$ cat src/rtl/couchand_byte_alu.sv
// couchand_byte_alu: byte-wide registered ALU (A, B, R, carry, zero) for a Tiny Tapeout tile.
// Optional macro ACC_WRITEBACK_EN: every execute also writes its result back into A.
module couchand_byte_alu (
    input  logic       clk,
    input  logic       rst_n,
    input  logic       ena,
    input  logic [7:0] ui_in,
    output logic [7:0] uo_out,
    input  logic [7:0] uio_in,
    output logic [7:0] uio_out,
    output logic [7:0] uio_oe
);
    logic [7:0] a_q, a_d, b_q, b_d, r_q, r_d;
    logic       c_q, c_d, z_q, z_d;
    logic [1:0] cmd;
    logic [3:0] op;
    logic [8:0] res;
    logic       unused;

    assign cmd     = uio_in[5:4];
    assign op      = uio_in[3:0];
    assign unused  = &{1'b0, uio_in[7:6]};
    assign uo_out  = r_q;
    assign uio_out = {c_q, z_q, 6'd0};
    assign uio_oe  = 8'b1100_0000;

    // Opcode decode: bit 8 is the new carry, bits 7:0 the new result; subtraction borrow falls out of bit 8.
    always_comb begin
        res = {1'b0, b_q};
        case (op)
            4'h0: res = {1'b0, a_q} + {1'b0, b_q};
            4'h1: res = {1'b0, a_q} + {1'b0, b_q} + {8'd0, c_q};
            4'h2: res = {1'b0, a_q} - {1'b0, b_q};
            4'h3: res = {1'b0, a_q} - {1'b0, b_q} - {8'd0, c_q};
            4'h4: res = {1'b0, a_q & b_q};
            4'h5: res = {1'b0, a_q | b_q};
            4'h6: res = {1'b0, a_q ^ b_q};
            4'h7: res = {1'b0, ~a_q};
            4'h8: res = {a_q[7], a_q[6:0], 1'b0};
            4'h9: res = {a_q[0], 1'b0, a_q[7:1]};
            4'ha: res = {a_q[0], a_q[7], a_q[7:1]};
            4'hb: res = {a_q[7], a_q[6:0], a_q[7]};
            4'hc: res = {a_q[0], a_q[0], a_q[7:1]};
            4'hd: res = {1'b0, a_q} + 9'd1;
            4'he: res = {1'b0, a_q} - 9'd1;
            default: res = {1'b0, b_q};
        endcase
    end

    // Command handling: loads touch only their operand, execute updates R and both flags.
    always_comb begin
        a_d = a_q;
        b_d = b_q;
        r_d = r_q;
        c_d = c_q;
        z_d = z_q;
        if (ena) begin
            a_d = (cmd == 2'b01) ? ui_in : a_q;
            b_d = (cmd == 2'b10) ? ui_in : b_q;
            if (cmd == 2'b11) begin
                r_d = res[7:0];
                c_d = res[8];
                z_d = (res[7:0] == 8'd0);
`ifdef ACC_WRITEBACK_EN
                a_d = res[7:0];
`else
                a_d = a_q;
`endif
            end
        end
    end

    // State registers; the harness-named rst_n is an active-high asynchronous reset.
    always_ff @(posedge clk or posedge rst_n) begin
        if (rst_n) begin
            a_q <= 8'd0;
            b_q <= 8'd0;
            r_q <= 8'd0;
            c_q <= 1'b0;
            z_q <= 1'b0;
        end else begin
            a_q <= a_d;
            b_q <= b_d;
            r_q <= r_d;
            c_q <= c_d;
            z_q <= z_d;
        end
    end
endmodule

$ cat config.mk
export PLATFORM = sky130hd
export DESIGN_NAME = couchand_byte_alu
export DESIGN_NICKNAME = d
export VERILOG_FILES = /design/src/rtl/couchand_byte_alu.sv
export SDC_FILE = /design/constraint.sdc
export NUM_CORES = 1
export LEC_CHECK = 0
export ABC_AREA = 1
export ABC_CLOCK_PERIOD_IN_PS = 3260
export CORE_MARGIN = 2
export CORE_UTILIZATION = 58
export DETAILED_ROUTE_END_ITERATION = 7
export PLACE_DENSITY_LB_ADDON = 0.05
export SETUP_SLACK_MARGIN = 0.3
export SLEW_MARGIN = 20
export SYNTH_ARGS = -nofsm -noshare
export SYNTH_HDL_FRONTEND = slang
export SYNTH_SLANG_ARGS = --single-unit
$ cat constraint.sdc
create_clock -name clk -period 3.26 [get_ports clk]
set_input_delay 0.978 -clock clk [delete_from_list [all_inputs] [get_ports clk]]
set_output_delay 0.978 -clock clk [all_outputs]
set_load 0.02 [all_outputs]
==> results.tsv <==
metric	value	unit
Rows	28	
Max IR drop VDD	0.3600	mV
DP HPWL	9.610	mm
fill cell count	509	
Pwr Total	1949	uW
most frequent cells in the layout	nand2_1 (198), inv_1 (88), nand3_1 (80)	
FF-to-FF End	uo_out[1]	
Slew HR	0.6309	
Clock Path Buffers	2	
RSZ-0062 raised after global routing	no	
reg2reg setup slack	350	ps
DRT Pass-1 Iters	5	
Final Hold Fails	0	
R2R depth	11	
port bufs	26	
Clock Pin Slew Worst Setup and Hold Paths	100	ps
crit path from	uio_in[3]	
synth warn	0	
vias in the first global route	4177	
die height	83.40	um
Leakage	0.002468	uW
GRT Resource Usage Total	0.3699	
top layer in use	met4	
setup violators final	0	
Post-Syn Instances	635	
area grow syn2layout	23.44	%
CP dominant cell by count	nand2_1	
Slew Viols, Final	0	
# IOs	43	
CTS Buf Count	3	
clock skew	8.102	ps
Worst Hold Launch	uo_out[5]	
drt total wl	13.01	mm
met3 routed WL	1.129	mm
Final min period	2909	ps
layout cells sized above 1	0.1412	
worst r2r src	a_q[0]	
PD cells	431.9	nW/um^2
outcome	complete, no violations	
met1 wire length	5.233	mm
CP Cell Sequence	dlygate4sd2_1, nand2_2, nor2_4, buf_12, buf_6, buf_4, ha_4, inv_2, o21ai_0, a31oi_1, nand2_1, nand2_1, nand3_1, nand4_1, nand2_1, nand2_1	
Initial Util	0.6103	
critical path type	primary input to flop	
pre-CTS setup slack	-273.2	ps
Clock H-tree levels	1	
CP Capture Type	flop	
global-route wire length before repair	20.64	mm
CP max stage cell	ha_4	
Netlist cell types	28	
number of nets in the layout	759	
Residual DRC	0	
CP Max Fanout	5	
Starting DRT DRC Count	425	
fin crit share	0.8923	
CP startpoint kind	primary input	
sequential share of the synthesized area	0.1780	
Clk Latency, worst-skew pair	280	ps
Avg Inst Size Synth	5.757	um^2
CP Capture Point	c_q	
Ant. Diodes	0	
CTS Root Cell	clkbuf_8	
CTS Sinks	26	
CTS hold repair buffers	0	
Worst EP arrival	3090	ps
Req. time, crit path	3440	ps
Total Die Area	6955	um^2
metal2 WL	6.162	mm
Routed wire per std cell	16.76	um
worst-margin pin slew	551.6	ps
max frequency	343.8	MHz
Max-Cap Viols	0	
post-route ant nets	0	
core area	5991	um^2
Worst path max stage delay	300	ps
most common cell after layout, fill and taps aside	nand2_1	
Die Wd	83.40	um
largest net degree at the start of global routing	27	
initial antenna violation count	0	
final hold slack	501.4	ps
#FFs+latches synth	26	
Post-Syn Area	3656	um^2
post-DR vias/cell	5.804	
worst setup margin	351.2	ps
CTS tree	yes	
GRT overflow	0	
worst hold-check path type	flop to flop	
RePlAce Congestion	0.9848	
vias	4504	
stage by stage:
| stage | cell area, um^2 | utilization | std cells | TNS, ps |
|---|---|---|---|---|
| 2_1_floorplan | 3704 | - | 647 | 0 |
| 3_3_place_gp | 4200 | 0.7011 | 765 | -755.9 |
| 3_5_place_dp | 4200 | 0.7011 | 765 | -1508 |
| 4_1_cts | 4438 | 0.7408 | 772 | 0 |
| 5_1_grt | 4513 | 0.7533 | 776 | 0 |
| 6_report | 4513 | 0.7533 | 776 | 0 |
layout make-up:
type                       count  area [um^2]  share of cell area
multi-input combinational    503         2719              0.6024
sequential                    26        651.9              0.1444
timing repair buffer          74        640.6              0.1419
inverter                      94        352.8             0.07818
tap                           75        93.84             0.02079
clock buffer                   4        55.05             0.01220
cells by family after synthesis:
| family | synth area share |
|---|---|
| adder cells (fa/ha/maj) | 0.1362 |
| buffers and inverters | 0.1417 |
| AND/OR/NAND/NOR | 0.4428 |
| other | 0.002054 |
| AO/OA/AOI/OAI | 0.09685 |
| XOR/XNOR | 0.002396 |
| flip-flops | 0.1780 |
report_power, final:
| part | switching (uW) | internal, uW | total [uW] |
|---|---|---|---|
| clock network | 106 | 108 | 214 |
| logic | 815 | 460 | 1270 |
| registers | 77.9 | 383 | 461 |
sequential cells by signal, indices dropped and copies added (netlist names):
| name | flops |
|---|---|
| c_q | 1 |
| a_q | 8 |
| uo_out | 8 |
| z_q | 1 |
| b_q | 8 |
Yosys cell counts:
library cell | count | area share
nor2_2 | 3 | 0.0051
inv_2 | 2 | 0.0021
o21ai_0 | 36 | 0.049
ha_1 | 35 | 0.12
nand4_1 | 13 | 0.022
conb_1 | 2 | 0.0021
dfrtp_1 | 26 | 0.18
buf_6 | 1 | 0.0031
o221ai_1 | 1 | 0.0024
o211ai_1 | 1 | 0.0021
a21o_1 | 3 | 0.0062
buf_4 | 17 | 0.035
nand3_1 | 84 | 0.11
a21oi_1 | 17 | 0.023
fa_1 | 3 | 0.016
nand2_2 | 1 | 0.0017
nand2_1 | 209 | 0.21
a31oi_1 | 3 | 0.0051
clkbuf_1 | 3 | 0.0031
nor2_1 | 67 | 0.069
buf_2 | 3 | 0.0041
o21a_1 | 3 | 0.0062
inv_1 | 92 | 0.094
nor3_1 | 1 | 0.0014
xnor2_1 | 1 | 0.0024
nand3b_1 | 6 | 0.012
or2_2 | 1 | 0.0017
a21oi_2 | 1 | 0.0024
metal layers:
metal / vias to the layer above / GRT usage
met2: 253 / 0.6356
met5: - / 0
met3: 52 / 0.03678
met1: 2075 / 0.4799
met4: 0 / 0.1371
li1: 2124 / -
timing repair:
| action | CTS | global route |
|---|---|---|
| pin swaps | 13 | 23 |
| setup buffers | 3 | 4 |
| gates resized for setup | 36 | 18 |
| endpoints found under the setup margin | 9 | 5 |
worst max-delay path: cells and delay by family:
| kind | cells | cell delay [ps] |
|---|---|---|
| and+or+nand+nor | 8 | 700 |
| buffers and inverters | 5 | 690 |
| adders and majority gates | 1 | 300 |
| AOI/OAI and AO/OA | 2 | 410 |
worst min path at each step:
| stage | to | slack (ps) | cells past startpoint |
|---|---|---|---|
| final | uo_out[5] | 500 | 2 |
| after global routing | z_q | 520 | 2 |
| after CTS | uo_out[4] | 500 | 2 |
| after detailed placement | uo_out[4] | 470 | 2 |
| after global placement | z_q | 460 | 2 |
| after floorplan | z_q | 450 | 2 |
No activity file was read; power rests on OpenSTA's default activity.
